[src/rtl/seg7_scanner.sv]
// seg7_scanner: time-multiplexes a 2x2 result frame (four patterns plus
// four sign flags) onto a single 7-segment display as sign, digit and gap
// phases. New frames loaded mid-scan wait in a pending buffer and are
// swapped in only at the frame boundary, so a frame is never shown torn.
module seg7_scanner #(
    parameter int DWELL = 16,
    parameter int GAP   = 4
) (
    input  logic       clk,
    input  logic       rst,
    input  logic       load,
    input  logic [6:0] seg1,
    input  logic [6:0] seg2,
    input  logic [6:0] seg3,
    input  logic [6:0] seg4,
    input  logic       neg1,
    input  logic       neg2,
    input  logic       neg3,
    input  logic       neg4,
    output logic [6:0] segments,
    output logic       dp,
    output logic [1:0] digit_idx,
    output logic       busy,
    output logic       pending,
    output logic       frame_done
);

    typedef enum logic [1:0] {
        ST_IDLE,
        ST_SIGN,
        ST_DIGIT,
        ST_GAP
    } stateT;

    localparam logic [15:0] DWELL_LOAD = 16'(DWELL - 1);
    localparam logic [15:0] GAP_LOAD   = 16'(GAP - 1);
    localparam logic [6:0]  MINUS      = 7'b1000000;

    stateT       state, stateNext;
    logic [1:0]  idx, idxNext;
    logic [15:0] cnt, cntNext;
    // Each element occupies one byte: bit 7 = sign, bits 6:0 = pattern.
    logic [31:0] activeBuf, activeNext;
    logic [31:0] pendingBuf, pendingBufNext;
    logic        pendingNext;
    logic [31:0] loadWord;
    logic        phaseEnd;
    logic        frameEnd;
    logic [6:0]  segNext;
    logic        dpNext;
    logic        frameDoneNext;

    assign loadWord = {neg4, seg4, neg3, seg3, neg2, seg2, neg1, seg1};
    assign phaseEnd = (cnt == 16'd0);
    assign frameEnd = (state == ST_GAP) && (idx == 2'd3) && phaseEnd;

    // Next-state, buffer management and the registered-output look-ahead.
    always_comb begin
        stateNext      = state;
        idxNext        = idx;
        cntNext        = (cnt == 16'd0) ? cnt : cnt - 16'd1;
        activeNext     = activeBuf;
        pendingBufNext = pendingBuf;
        pendingNext    = pending;

        case (state)
            ST_IDLE: begin
                if (load) begin
                    activeNext = loadWord;
                    idxNext    = 2'd0;
                    cntNext    = DWELL_LOAD;
                    stateNext  = loadWord[7] ? ST_SIGN : ST_DIGIT;
                end
            end
            ST_SIGN: begin
                if (phaseEnd) begin
                    stateNext = ST_DIGIT;
                    cntNext   = DWELL_LOAD;
                end
            end
            ST_DIGIT: begin
                if (phaseEnd) begin
                    stateNext = ST_GAP;
                    cntNext   = GAP_LOAD;
                end
            end
            ST_GAP: begin
                if (phaseEnd) begin
                    if (idx != 2'd3) begin
                        idxNext   = idx + 2'd1;
                        stateNext = activeBuf[{idxNext, 3'b111}] ? ST_SIGN : ST_DIGIT;
                    end else begin
                        // A load landing exactly on the boundary wins over
                        // whatever was pending and goes straight to active.
                        if (load) begin
                            activeNext  = loadWord;
                            pendingNext = 1'b0;
                        end else if (pending) begin
                            activeNext  = pendingBuf;
                            pendingNext = 1'b0;
                        end
                        idxNext   = 2'd0;
                        stateNext = activeNext[7] ? ST_SIGN : ST_DIGIT;
                    end
                    cntNext = (stateNext == ST_GAP) ? GAP_LOAD : DWELL_LOAD;
                end
            end
            default: begin
                stateNext = ST_IDLE;
            end
        endcase

        if (load && (state != ST_IDLE) && !frameEnd) begin
            pendingBufNext = loadWord;
            pendingNext    = 1'b1;
        end

        segNext = 7'd0;
        case (stateNext)
            ST_SIGN:  segNext = MINUS;
            ST_DIGIT: segNext = activeNext[{idxNext, 3'b000} +: 7];
            default:  segNext = 7'd0;
        endcase
        dpNext        = (stateNext == ST_DIGIT) && (idxNext == 2'd3);
        frameDoneNext = (stateNext == ST_GAP) && (idxNext == 2'd3) && (cntNext == 16'd0);
    end

    // State, buffers and all outputs update together on the rising edge.
    always_ff @(posedge clk or posedge rst) begin
        if (rst) begin
            state      <= ST_IDLE;
            idx        <= 2'd0;
            cnt        <= 16'd0;
            activeBuf  <= 32'd0;
            pendingBuf <= 32'd0;
            pending    <= 1'b0;
            segments   <= 7'd0;
            dp         <= 1'b0;
            digit_idx  <= 2'd0;
            busy       <= 1'b0;
            frame_done <= 1'b0;
        end else begin
            state      <= stateNext;
            idx        <= idxNext;
            cnt        <= cntNext;
            activeBuf  <= activeNext;
            pendingBuf <= pendingBufNext;
            pending    <= pendingNext;
            segments   <= segNext;
            dp         <= dpNext;
            digit_idx  <= idxNext;
            busy       <= (stateNext != ST_IDLE);
            frame_done <= frameDoneNext;
        end
    end

endmodule

[config.mk]
export PLATFORM = sky130hd
export DESIGN_NAME = seg7_scanner
export DESIGN_NICKNAME = d
export VERILOG_FILES = /design/src/rtl/seg7_scanner.sv
export SDC_FILE = /design/constraint.sdc
export NUM_CORES = 1
export LEC_CHECK = 0
export ABC_AREA = 1
export BUFFER_PORTS_ARGS = -buffer_cell sky130_fd_sc_hd__buf_2
export CAP_MARGIN = 20
export CORE_MARGIN = 10
export CORE_UTILIZATION = 50
export CTS_CLUSTER_SIZE = 28
export DETAILED_ROUTE_END_ITERATION = 8
export PLACE_DENSITY = 0.79
export SYNTH_ARGS = -nofsm -noshare
export SYNTH_HDL_FRONTEND = slang
export SYNTH_SLANG_ARGS = --single-unit
[constraint.sdc]
create_clock -name clk -period 3.21 [get_ports clk]
set_clock_uncertainty 0.15 [all_clocks]
set_input_delay 0.321 -clock clk [delete_from_list [all_inputs] [get_ports clk]]
set_output_delay 0.321 -clock clk [all_outputs]
set_load 0.01 [all_outputs]
==> reports/qor.csv, run 1 <==
stage,metric,value,unit
finish,"commonest non-fill, non-tap cell in the layout",nand2_1,
placement,Port Buffers,47,
finish,antenna cells,0,
drt,Initial DRC Count,566,
power,power per cell area,369,nW/um^2
hold_path,worst hold path type,primary input to register,
drt,iteration count of the initial detailed-routing pass,5,
floorplan,initial core utilization,50.5,%
sta,Max Clk Rate,344,MHz
logic_synthesis,largest cells by area after synthesis,"dfrtp_1 38%, nand2_1 13%, inv_1 7.3%",
floorplan,Core ar.,12500,sq um
sta,RSZ-0062 raised after global routing,no,
setup_path,crit path kind,register to register,
drt,final WL,16700,microns
sta,Final Hold Viols,0,
clock_network,CTS tree,done,
sta,Pins Over Slew Limit,0,
global_route,vias in the first global route,5741,
finish,share of layout cells above drive strength 1,12.3,%
logic_synthesis,post-synthesis instance area,6330,sq um
sta,slack of the critical path,0.299,ns
logic_synthesis,Synth cell types,41,
logic_synthesis,"FFs w/ async S/R, synth",100,%
global_route,All-Layer GR Usage,19.5,%
setup_path,CP max FO,17,
clock_network,postcts setup bufs,0,
placement,dpl cell area,6680,sq um
logic_synthesis,Yosys top cell by area,dfrtp_1,
setup_path,Worst setup SP type,register,
logic_synthesis,Mapped Nets,941,
finish,fin nets,971,
finish,area of the multi-input gates,3260,sq um
logic_synthesis,Post-Syn Instances,894,
drt,DR WL/cell,15.2,microns
status,status,"complete, no violations",
placement,DP Worst Slack,0.294,ns
setup_path,CP arrival,3.06,ns
placement,DP Cell Count,1084,
sta,Tcrit/Tclk final,90.7,%
global_route,largest net degree at the start of global routing,53,
flow_run,max cap viols,0,
finish,final core occ,55.9,%
setup_path,Critical Path End Type,register,
floorplan,# IOs,48,
sta,Slew headroom,56.8,%
drt,Routed Antenna Nets,0,
finish,Post-Layout Inst Area,6990,sq um
logic_synthesis,Synth Flop Type,dfrtp_1,
finish,fillcell total,1211,
power,VDD IR max,204,uV
drt,Vias/cell,5.38,
sta,min Tclk post-route,2.91,ns
clock_network,H-tree depth,3,
sta,setup TNS,0,ns
floorplan,die height,132,microns
global_route,initial antenna violation count,0,
drt,DRC viols,0,
logic_synthesis,"flops & latches, synth",95,
global_route,first-pass GRT wire length,28400,microns
drt,via count,5924,
finish,most frequent cells in the layout,"215 x nand2_1, 122 x inv_1, 95 x nor2_1, 95 x dfrtp_1, 84 x nand3_1",
placement,DP Wirelength,11700,microns
power,Lkg Pwr,0.00360,uW
clock_network,Skew-Pair Late Insertion Delay,0.36,ns
clock_network,root buf cell,clkbuf_16,
sta,# setup viols final,0,
clock_network,TritonCTS Sinks,95,
finish,Storage cell area,2380,sq um
logic_synthesis,syn_area_per_cell,7.08,sq um
sta,worst-margin pin slew,0.648,ns
clock_network,Clock transition at path regs,0.08,ns
finish,Area Overhead vs Synth,10.5,%
floorplan,die area,17600,sq um
finish,final instance count without filler cells,1101,
logic_synthesis,Ys Warns,0,
logic_synthesis,number of synthesized flops with an enable pin,0,
setup_path,worst path required time,3.36,ns
clock_network,CTS buffer count,9,
logic_synthesis,post-synthesis sequential area ratio,37.6,%
global_route,Congestion Overflow GR,0,
placement,RePlAce Congestion,0.965,
clock_network,Clock Path Buffers,2,
floorplan,Rows,41,
logic_synthesis,top-area cell type share of the netlist area,37.6,%
floorplan,Die W,132,microns
path summary, 6_finish.rpt:
kind	start	cells after the start	slack [ns]	end
max reg2reg	cnt[0]	18	0.30	segments[6]
min reg2reg	pendingBuf[4]	2	0.33	pendingBuf[4]
min	seg3[4]	2	0.03	pendingBuf[20]
min in group asynchronous	rst	3	0.46	pendingBuf[9]
max in group asynchronous	rst	4	1.76	pendingBuf[17]
max	cnt[0]	18	0.30	segments[6]
worst max-delay path, cell delays in order (launching register included):
cell and delay, ns:
dfrtp_1 0.38, inv_1 0.13, ha_1 0.21, nand2_1 0.11, nor2_4 0.16, nand2_4 0.14, nor2_2 0.17, nand2_1 0.11
a21oi_1 0.15, o21ai_0 0.10, nand3_1 0.16, inv_1 0.11, ha_1 0.30, nand2_1 0.05, inv_1 0.16, nand2_1 0.08
nor2_1 0.08, nand2_1 0.05, nand2_1 0.05
sequential cells by signal, indices dropped and copies added (netlist names), named ones only:
name        flops
activeBuf      28
busy            1
cnt            16
dp              1
frame_done      1
idx             2
pending         1
pendingBuf     32
segments        7
state           2
power by group:
part           switching [uW]  internal, uW
logic                     118          73.3
clock network             521           616
registers                19.9          1230
total                     659          1920
synthesized netlist by cell type, types with 5 or more instances:
cell / number
clkbuf_1: 14
mux2_1: 14
o21ai_1: 6
inv_1: 123
nor2_1: 96
o21bai_1: 8
buf_1: 9
nand2_2: 7
nand4_1: 15
a31oi_1: 9
dfrtp_1: 95
nor2_4: 5
a21oi_1: 19
nand2_1: 215
o211ai_1: 21
ha_1: 12
o21ai_0: 68
a211oi_1: 7
and2_1: 8
inv_2: 6
buf_2: 13
nand3_1: 84
layout make-up:
| cell class | instances | share of cell area [%] |
|---|---|---|
| Tap cell | 172 | 3.08 |
| Sequential cell | 95 | 34.0 |
| Clock inverter | 7 | 1.11 |
| Multi-Input combinational cell | 629 | 46.7 |
| Clock buffer | 9 | 3.22 |
| Inverter | 129 | 6.96 |
| Timing Repair Buffer | 60 | 4.97 |
routing by layer:
metal / routed length [microns] / global-route usage, % / up-vias
met5: 0 / 0 / -
met4: 305 / 5.87 / 0
met3: 1270 / 5.07 / 28
met2: 7580 / 31.1 / 216
met1: 7550 / 25.4 / 2731
li1: - / - / 2949
timing repair:
action,in CTS,in global routing
setup endpoints to repair,0,1
endpoints found under the hold margin,48,0
hold buffers,1,0
gates resized for setup,0,1
cells by family (layout without fill, tap and decap cells):
family	after synthesis	count (layout)	share of synthesized area (%)
compound gates	146	146	13.7
mux	19	19	3.34
simple gates	448	448	31.6
flops	95	95	37.6
fa+ha+maj	12	12	2.37
buf+inv	170	205	10.9
xor+xnor	4	4	0.554
stage by stage:
step           total power, uW  hold WS (ns)
5_1_grt                   2680        0.0384
6_report                  2580        0.0306
2_1_floorplan             1410         0.292
3_3_place_gp              1460         0.305
4_1_cts                   2600        0.0278
3_5_place_dp              1470         0.309
Power figures use the tool's default switching activity.
==> inputs of run 2 (changes only) <==
--- a/config.mk
+++ b/config.mk
@@ -9,10 +9,10 @@
 export BUFFER_PORTS_ARGS = -buffer_cell sky130_fd_sc_hd__buf_2
 export CAP_MARGIN = 20
 export CORE_MARGIN = 10
-export CORE_UTILIZATION = 50
+export CORE_UTILIZATION = 55
 export CTS_CLUSTER_SIZE = 28
 export DETAILED_ROUTE_END_ITERATION = 8
-export PLACE_DENSITY = 0.79
+export PLACE_DENSITY = 0.85
 export SYNTH_ARGS = -nofsm -noshare
 export SYNTH_HDL_FRONTEND = slang
 export SYNTH_SLANG_ARGS = --single-unit
==> run 2 against run 1 <==
Effect of this change:
- clock power rose by 9%
- critical path depth unchanged
- via count rose by 1.4%
- sequential cell count stayed put
- count of clock-buffer cells in the layout is 1 higher
- setup slack improved by 0.034 ns
- die area shrank 7.7%
- non-clock buffer count rose by 1
- final area grew 0.14%
- wire length grew 1.8%
- sequential share of layout area about the same
- critical endpoint unchanged
- largest power group unchanged
- highest routed layer unchanged
==> reports/qor.csv, run 2 (synthesis results as in run 1) <==
stage,metric,value,unit,change
floorplan,# IOs,48,,unchanged
sta,RSZ-0062 raised after global routing,no,,
sta,min Tclk post-route,2.88,ns,-0.0339 ns
global_route,Congestion Overflow GR,0,,unchanged
placement,DP Worst Slack,0.282,ns,-0.0122 ns
setup_path,R2R Path End,segments[6],,
finish,final instance count without filler cells,1073,,-2.5%
finish,fin nets,972,,+0.10%
drt,final WL,17000,microns,+1.8%
hold_path,Hold Crit Depth,2,,unchanged
setup_path,worst path required time,3.35,ns,about the same
hold_path,hold endpoint,pendingBuf[13],,
floorplan,Rows,39,,-4.9%
setup_path,"critical path, cell by cell","inv_1, ha_1, nand2_1, nor2_4, nand2_4, nor2_2, nand2_1, a21oi_1, o21ai_0, nand3_1, inv_1, ha_1, nand2_1, inv_2, nand2_1, nor2_1, nand2_1, nand2_1",,
global_route,vias in the first global route,5687,,-0.94%
sta,Pins Over Slew Limit,0,,unchanged
clock_network,CTS tree,done,,
placement,DP Wirelength,12100,microns,+3.4%
sta,slack of the critical path,0.333,ns,+0.0339 ns
power,VDD IR max,346,uV,+70%
setup_path,Worst setup SP type,register,,
clock_network,postcts setup bufs,0,,unchanged
drt,Vias/cell,5.60,,+4.0%
setup_path,"CP delay by family, top",simple AND/OR/NAND/NOR gates,,
drt,DR WL/cell,15.9,microns,+4.5%
drt,Routed Antenna Nets,0,,unchanged
placement,dpl cell area,6650,sq um,-0.43%
finish,max reg flops,32,,unchanged
finish,most frequent cells in the layout,"215 x nand2_1, 121 x inv_1, 95 x nor2_1, 95 x dfrtp_1, 84 x nand3_1",,
setup_path,CP arrival,3.02,ns,-0.04 ns
drt,Initial DRC Count,559,,-1.2%
clock_network,root buf cell,clkbuf_16,,
placement,DP Cell Count,1056,,-2.6%
global_route,first-pass GRT wire length,28000,microns,-1.4%
sta,Final Hold Viols,0,,unchanged
setup_path,CP Buf/Inv Count,3,,unchanged
placement,Port Buffers,47,,unchanged
setup_path,crit path kind,register to register,,
status,status,"complete, no violations",,
finish,fillcell total,1039,,-14%
hold_path,worst hold path type,primary input to register,,
finish,Area Overhead vs Synth,10.7,%,
finish,largest registers,"pendingBuf: 32 flops, activeBuf: 28 flops, cnt: 16 flops",,
global_route,initial antenna violation count,0,,unchanged
finish,Top reg by flops,pendingBuf,,
floorplan,Die W,127,microns,-4.0%
floorplan,initial core utilization,55.9,%,+5.3 points
clock_network,H-tree depth,3,,unchanged
finish,antenna cells,0,,unchanged
setup_path,R2R cell count,18,,unchanged
finish,share of layout cells above drive strength 1,12.5,%,+0.20 points
sta,Max Clk Rate,348,MHz,+1.2%
setup_path,Critical Path End Type,register,,
setup_path,crit-path max cell delay,0.39,ns,about the same
hold_path,Hold Crit Start,seg2[5],,
power,power per cell area,384,nW/um^2,+3.9%
global_route,largest net degree at the start of global routing,57,,+7.5%
sta,# setup viols final,0,,unchanged
finish,"commonest non-fill, non-tap cell in the layout",nand2_1,,
setup_path,CP max stage cell,dfrtp_1,,
floorplan,die height,127,microns,-4.0%
finish,Post-Layout Inst Area,7000,sq um,+0.14%
drt,via count,6005,,+1.4%
setup_path,reg2reg start,cnt[0],,
placement,RePlAce Congestion,0.944,,-2.2%
clock_network,TritonCTS Sinks,95,,unchanged
floorplan,die area,16200,sq um,-7.7%
sta,setup TNS,0,ns,unchanged
drt,iteration count of the initial detailed-routing pass,5,,unchanged
clock_network,Skew-Pair Late Insertion Delay,0.36,ns,about the same
clock_network,Clock transition at path regs,0.07,ns,about the same
clock_network,Clock Path Buffers,2,,unchanged
global_route,All-Layer GR Usage,20.8,%,+1.3 points
setup_path,R2R Setup Slk,0.33,ns,+0.03 ns
sta,Tcrit/Tclk final,89.6,%,-1.1 points
sta,Slew headroom,62.8,%,+5.9 points
drt,DRC viols,0,,unchanged
sta,worst-margin pin slew,0.559,ns,-0.0888 ns
setup_path,CP max FO,17,,unchanged
clock_network,CTS buffer count,9,,unchanged
floorplan,Core ar.,11300,sq um,-9.6%
power,Lkg Pwr,0.00362,uW,+0.48%
flow_run,max cap viols,0,,unchanged
setup_path,Most common cell on crit path,nand2_1,,
==> run 2: cell count changes in the layout (fill, tap and decap cells not counted) <==
| cell | previous run | this run |
|---|---|---|
| clkbuf_1 | 0 | 1 |
| bufinv_16 | 1 | 3 |
| buf_4 | 11 | 12 |
| inv_6 | 3 | 0 |
| inv_8 | 1 | 0 |
| a21oi_2 | 0 | 1 |
| a21oi_1 | 19 | 18 |
| inv_2 | 6 | 7 |
| clkinv_4 | 0 | 1 |
| inv_1 | 122 | 121 |
==> run 2: area by class of cell <==
cell class                 instances  area [sq um]  area share, %
clock buffer                      10           229           3.27
clock inverter                     6           109           1.55
inverter                         129           487           6.95
multi-input combinational        629          3270           46.6
sequential                        95          2380           33.9
tap                              143           179           2.55
timing repair buffer              61           355           5.07
==> run 2: how the worst max path moves through the flow <==
stage,to,cells after the start,startpoint,slack [ns]
finish,segments[6],18,cnt[0],0.33
floorplan,asynchronous set/reset pin,1,rst,0.26
global route,segments[6],18,cnt[0],0.06
detailed placement,segments[6],18,cnt[0],0.28
global placement,segments[6],18,cnt[0],0.40
CTS,segments[6],18,cnt[0],0.27
==> run 2: layer usage <==
metal	wire, microns	vias up	GRT usage, %
met5	0	-	0
met4	468	0	7.97
met3	1140	37	4.09
met2	7770	247	32.8
met1	7640	2781	27.5
li1	-	2940	-
==> run 2: power by group <==
part           internal (uW)  switching, uW
logic                   74.2            121
registers               1230           21.0
clock network            761            476
==> run 2: worst register-to-register path, cell delays in order (launching register included) <==
cell,delay (ns)
dfrtp_1,0.39
inv_1,0.14
ha_1,0.20
nand2_1,0.12
nor2_4,0.17
nand2_4,0.14
nor2_2,0.19
nand2_1,0.11
a21oi_1,0.15
o21ai_0,0.08
nand3_1,0.12
inv_1,0.10
ha_1,0.31
nand2_1,0.07
inv_2,0.11
nand2_1,0.07
nor2_1,0.08
nand2_1,0.06
nand2_1,0.06
==> run 2: repair_timing <==
| action | 4_1_cts | 5_1_grt |
|---|---|---|
| gates resized for setup | 0 | 3 |
| hold buffers | 1 | 0 |
| endpoints found under the setup margin | 0 | 4 |
| hold endpoints to repair | 39 | 0 |
==> run 2: through the flow <==
stage | total power (uW) | hold slack [ns] | util [%]
floorplan | 1410 | 0.292 | -
global placement | 1460 | 0.256 | 58.7
detailed placement | 1470 | 0.271 | 58.7
CTS | 2700 | 0.0371 | 61.8
global route | 2770 | 0.0459 | 61.9
finish | 2690 | 0.0415 | 61.9
==> inputs of run 3 (changes only) <==
--- a/config.mk
+++ b/config.mk
@@ -10,6 +10,7 @@
 export CAP_MARGIN = 20
 export CORE_MARGIN = 10
 export CORE_UTILIZATION = 55
+export CTS_BUF_LIST = sky130_fd_sc_hd__clkbuf_4
 export CTS_CLUSTER_SIZE = 28
 export DETAILED_ROUTE_END_ITERATION = 8
 export PLACE_DENSITY = 0.85
==> run 3 against run 2 <==
Effect of this change:
- setup slack better by 0.011 ns
- critical path depth unchanged
- hold slack better by 0.020 ns
- core utilization up 1.4 points
- highest routed layer unchanged
- critical path type unchanged
- count of clock-buffer cells in the layout unchanged
- sequential share of layout area down 0.74 points
==> reports/qor.csv, run 3 (synthesis results as in run 1) <==
stage,metric,value,unit,change
status,status,"complete, no violations",,
floorplan,Core ar.,11300,sq um,unchanged
floorplan,Rows,39,,unchanged
sta,min Tclk post-route,2.87,ns,-0.0106 ns
drt,via count,6065,,+1.0%
setup_path,Critical Path End Type,register,,
clock_network,Skew-Pair Late Insertion Delay,0.49,ns,+0.13 ns
hold_path,worst hold path type,primary input to register,,
drt,Initial DRC Count,544,,-2.7%
drt,Routed Antenna Nets,0,,unchanged
sta,RSZ-0062 raised after global routing,no,,
sta,worst-margin pin slew,0.555,ns,-0.00386 ns
global_route,largest net degree at the start of global routing,57,,unchanged
setup_path,CP arrival,3.15,ns,+0.13 ns
placement,Port Buffers,47,,unchanged
sta,slack of the critical path,0.344,ns,+0.0106 ns
floorplan,initial core utilization,55.9,%,unchanged
finish,share of layout cells above drive strength 1,12.2,%,-0.30 points
placement,RePlAce Congestion,0.944,,unchanged
clock_network,TritonCTS Sinks,95,,unchanged
floorplan,Die W,127,microns,unchanged
power,power per cell area,323,nW/um^2,-16%
clock_network,CTS buffer count,9,,unchanged
floorplan,# IOs,48,,unchanged
power,VDD IR max,225,uV,-35%
clock_network,root buf cell,clkbuf_4,,
setup_path,R2R cell count,18,,unchanged
finish,Top reg by flops,pendingBuf,,
global_route,vias in the first global route,5820,,+2.3%
setup_path,R2R Path End,segments[6],,
floorplan,die area,16200,sq um,unchanged
floorplan,die height,127,microns,unchanged
setup_path,origin of the worst setup path,cnt[0],,
finish,fin nets,1003,,+3.2%
finish,largest registers,"pendingBuf: 32 flops, activeBuf: 28 flops, cnt: 16 flops",,
clock_network,Clock Path Buffers,2,,unchanged
sta,setup TNS,0,ns,unchanged
finish,"commonest non-fill, non-tap cell in the layout",nand2_1,,
global_route,All-Layer GR Usage,21.2,%,+0.45 points
sta,Slew headroom,63.0,%,+0.26 points
drt,DR WL/cell,15.6,microns,-1.4%
sta,# setup viols final,0,,unchanged
power,Lkg Pwr,0.00368,uW,+1.8%
global_route,Congestion Overflow GR,0,,unchanged
sta,Max Clk Rate,349,MHz,+0.37%
sta,Tcrit/Tclk final,89.3,%,-0.33 points
setup_path,worst path required time,3.49,ns,+0.14 ns
clock_network,CTS tree,done,,
hold_path,Hold Crit Depth,3,,+1
setup_path,CP max FO,17,,unchanged
global_route,first-pass GRT wire length,28600,microns,+2.2%
finish,Area Overhead vs Synth,13.2,%,
drt,DRC viols,0,,unchanged
setup_path,crit path kind,register to register,,
clock_network,Clock transition at path regs,0.16,ns,+0.09 ns
clock_network,H-tree depth,3,,unchanged
drt,Vias/cell,5.49,,-1.8%
flow_run,max cap viols,0,,unchanged
drt,final WL,17300,microns,+1.4%
hold_path,Hold Crit Start,seg2[6],,
setup_path,R2R Setup Slk,0.34,ns,about the same
global_route,initial antenna violation count,0,,unchanged
finish,most frequent cells in the layout,"215 x nand2_1, 121 x inv_1, 95 x nor2_1, 95 x dfrtp_1, 84 x nand3_1",,
sta,Pins Over Slew Limit,0,,unchanged
setup_path,reg2reg start,cnt[0],,
finish,antenna cells,0,,unchanged
placement,DP Wirelength,12100,microns,unchanged
finish,max reg flops,32,,unchanged
sta,Final Hold Viols,0,,unchanged
hold_path,hold endpoint,pendingBuf[14],,
setup_path,Worst setup SP type,register,,
drt,iteration count of the initial detailed-routing pass,5,,unchanged
placement,DP Worst Slack,0.282,ns,unchanged
run 3: cell count changes in the layout (fill, tap and decap cells not counted):
cell | previous run | this run
dlygate4sd3_1 | 1 | 32
clkbuf_16 | 9 | 0
clkbuf_4 | 0 | 10
clkbuf_1 | 1 | 0
run 3: through the flow:
stage | hold slack (ns) | utilization [%] | total power [uW] | std cells | cell area, sq um
2_1_floorplan | 0.292 | - | 1410 | 894 | 6330
3_3_place_gp | 0.256 | 58.7 | 1460 | 1056 | 6650
3_5_place_dp | 0.271 | 58.7 | 1470 | 1056 | 6650
4_1_cts | 0.0287 | 63.2 | 2320 | 1104 | 7150
5_1_grt | 0.0602 | 63.2 | 2400 | 1104 | 7160
6_report | 0.0610 | 63.2 | 2310 | 1104 | 7160
run 3: layout make-up:
type,instances,area [sq um]
clock buffer,10,75.1
clock inverter,6,109
fill,1027,4160
inverter,129,487
multi-input combinational,629,3270
sequential,95,2380
tap,143,179
timing repair buffer,92,666
run 3: routing by layer:
metal	vias up	share of wire, %	global-route usage [%]
li1	3007	-	-
met1	2776	43	27.8
met2	248	47	33.9
met3	34	7.3	3.85
met4	0	2.7	8.51
met5	-	0	0
run 3: worst max path at each step:
stage | endpoint | depth (start not counted)
after floorplan | asynchronous set/reset pin | 1
after global placement | segments[6] | 18
after detailed placement | segments[6] | 18
after CTS | segments[6] | 18
after global routing | segments[6] | 18
final | segments[6] | 18
run 3: power by group:
part	internal [uW]	leakage [uW]	switching (uW)
registers	1230	0.00118	21.2
clock network	402	0.000100	430
logic	98.7	0.00240	127
total	1740	0.00368	579
run 3: timing repair:
action,4_1_cts,5_1_grt
buffers inserted,0,0
resized for setup,0,3
endpoints found under the hold margin,71,0
setup endpoints to repair,0,4
hold buffers,32,0
run 3: worst max-delay path, stage by stage (launching register included):
cell and delay (ns):
dfrtp_1 0.42, inv_1 0.14, ha_1 0.20, nand2_1 0.12, nor2_4 0.16, nand2_4 0.14, nor2_2 0.17, nand2_1 0.11
a21oi_1 0.15, o21ai_0 0.09, nand3_1 0.12, inv_1 0.10, ha_1 0.31, nand2_1 0.07, inv_2 0.11, nand2_1 0.07
nor2_1 0.08, nand2_1 0.05, nand2_1 0.05
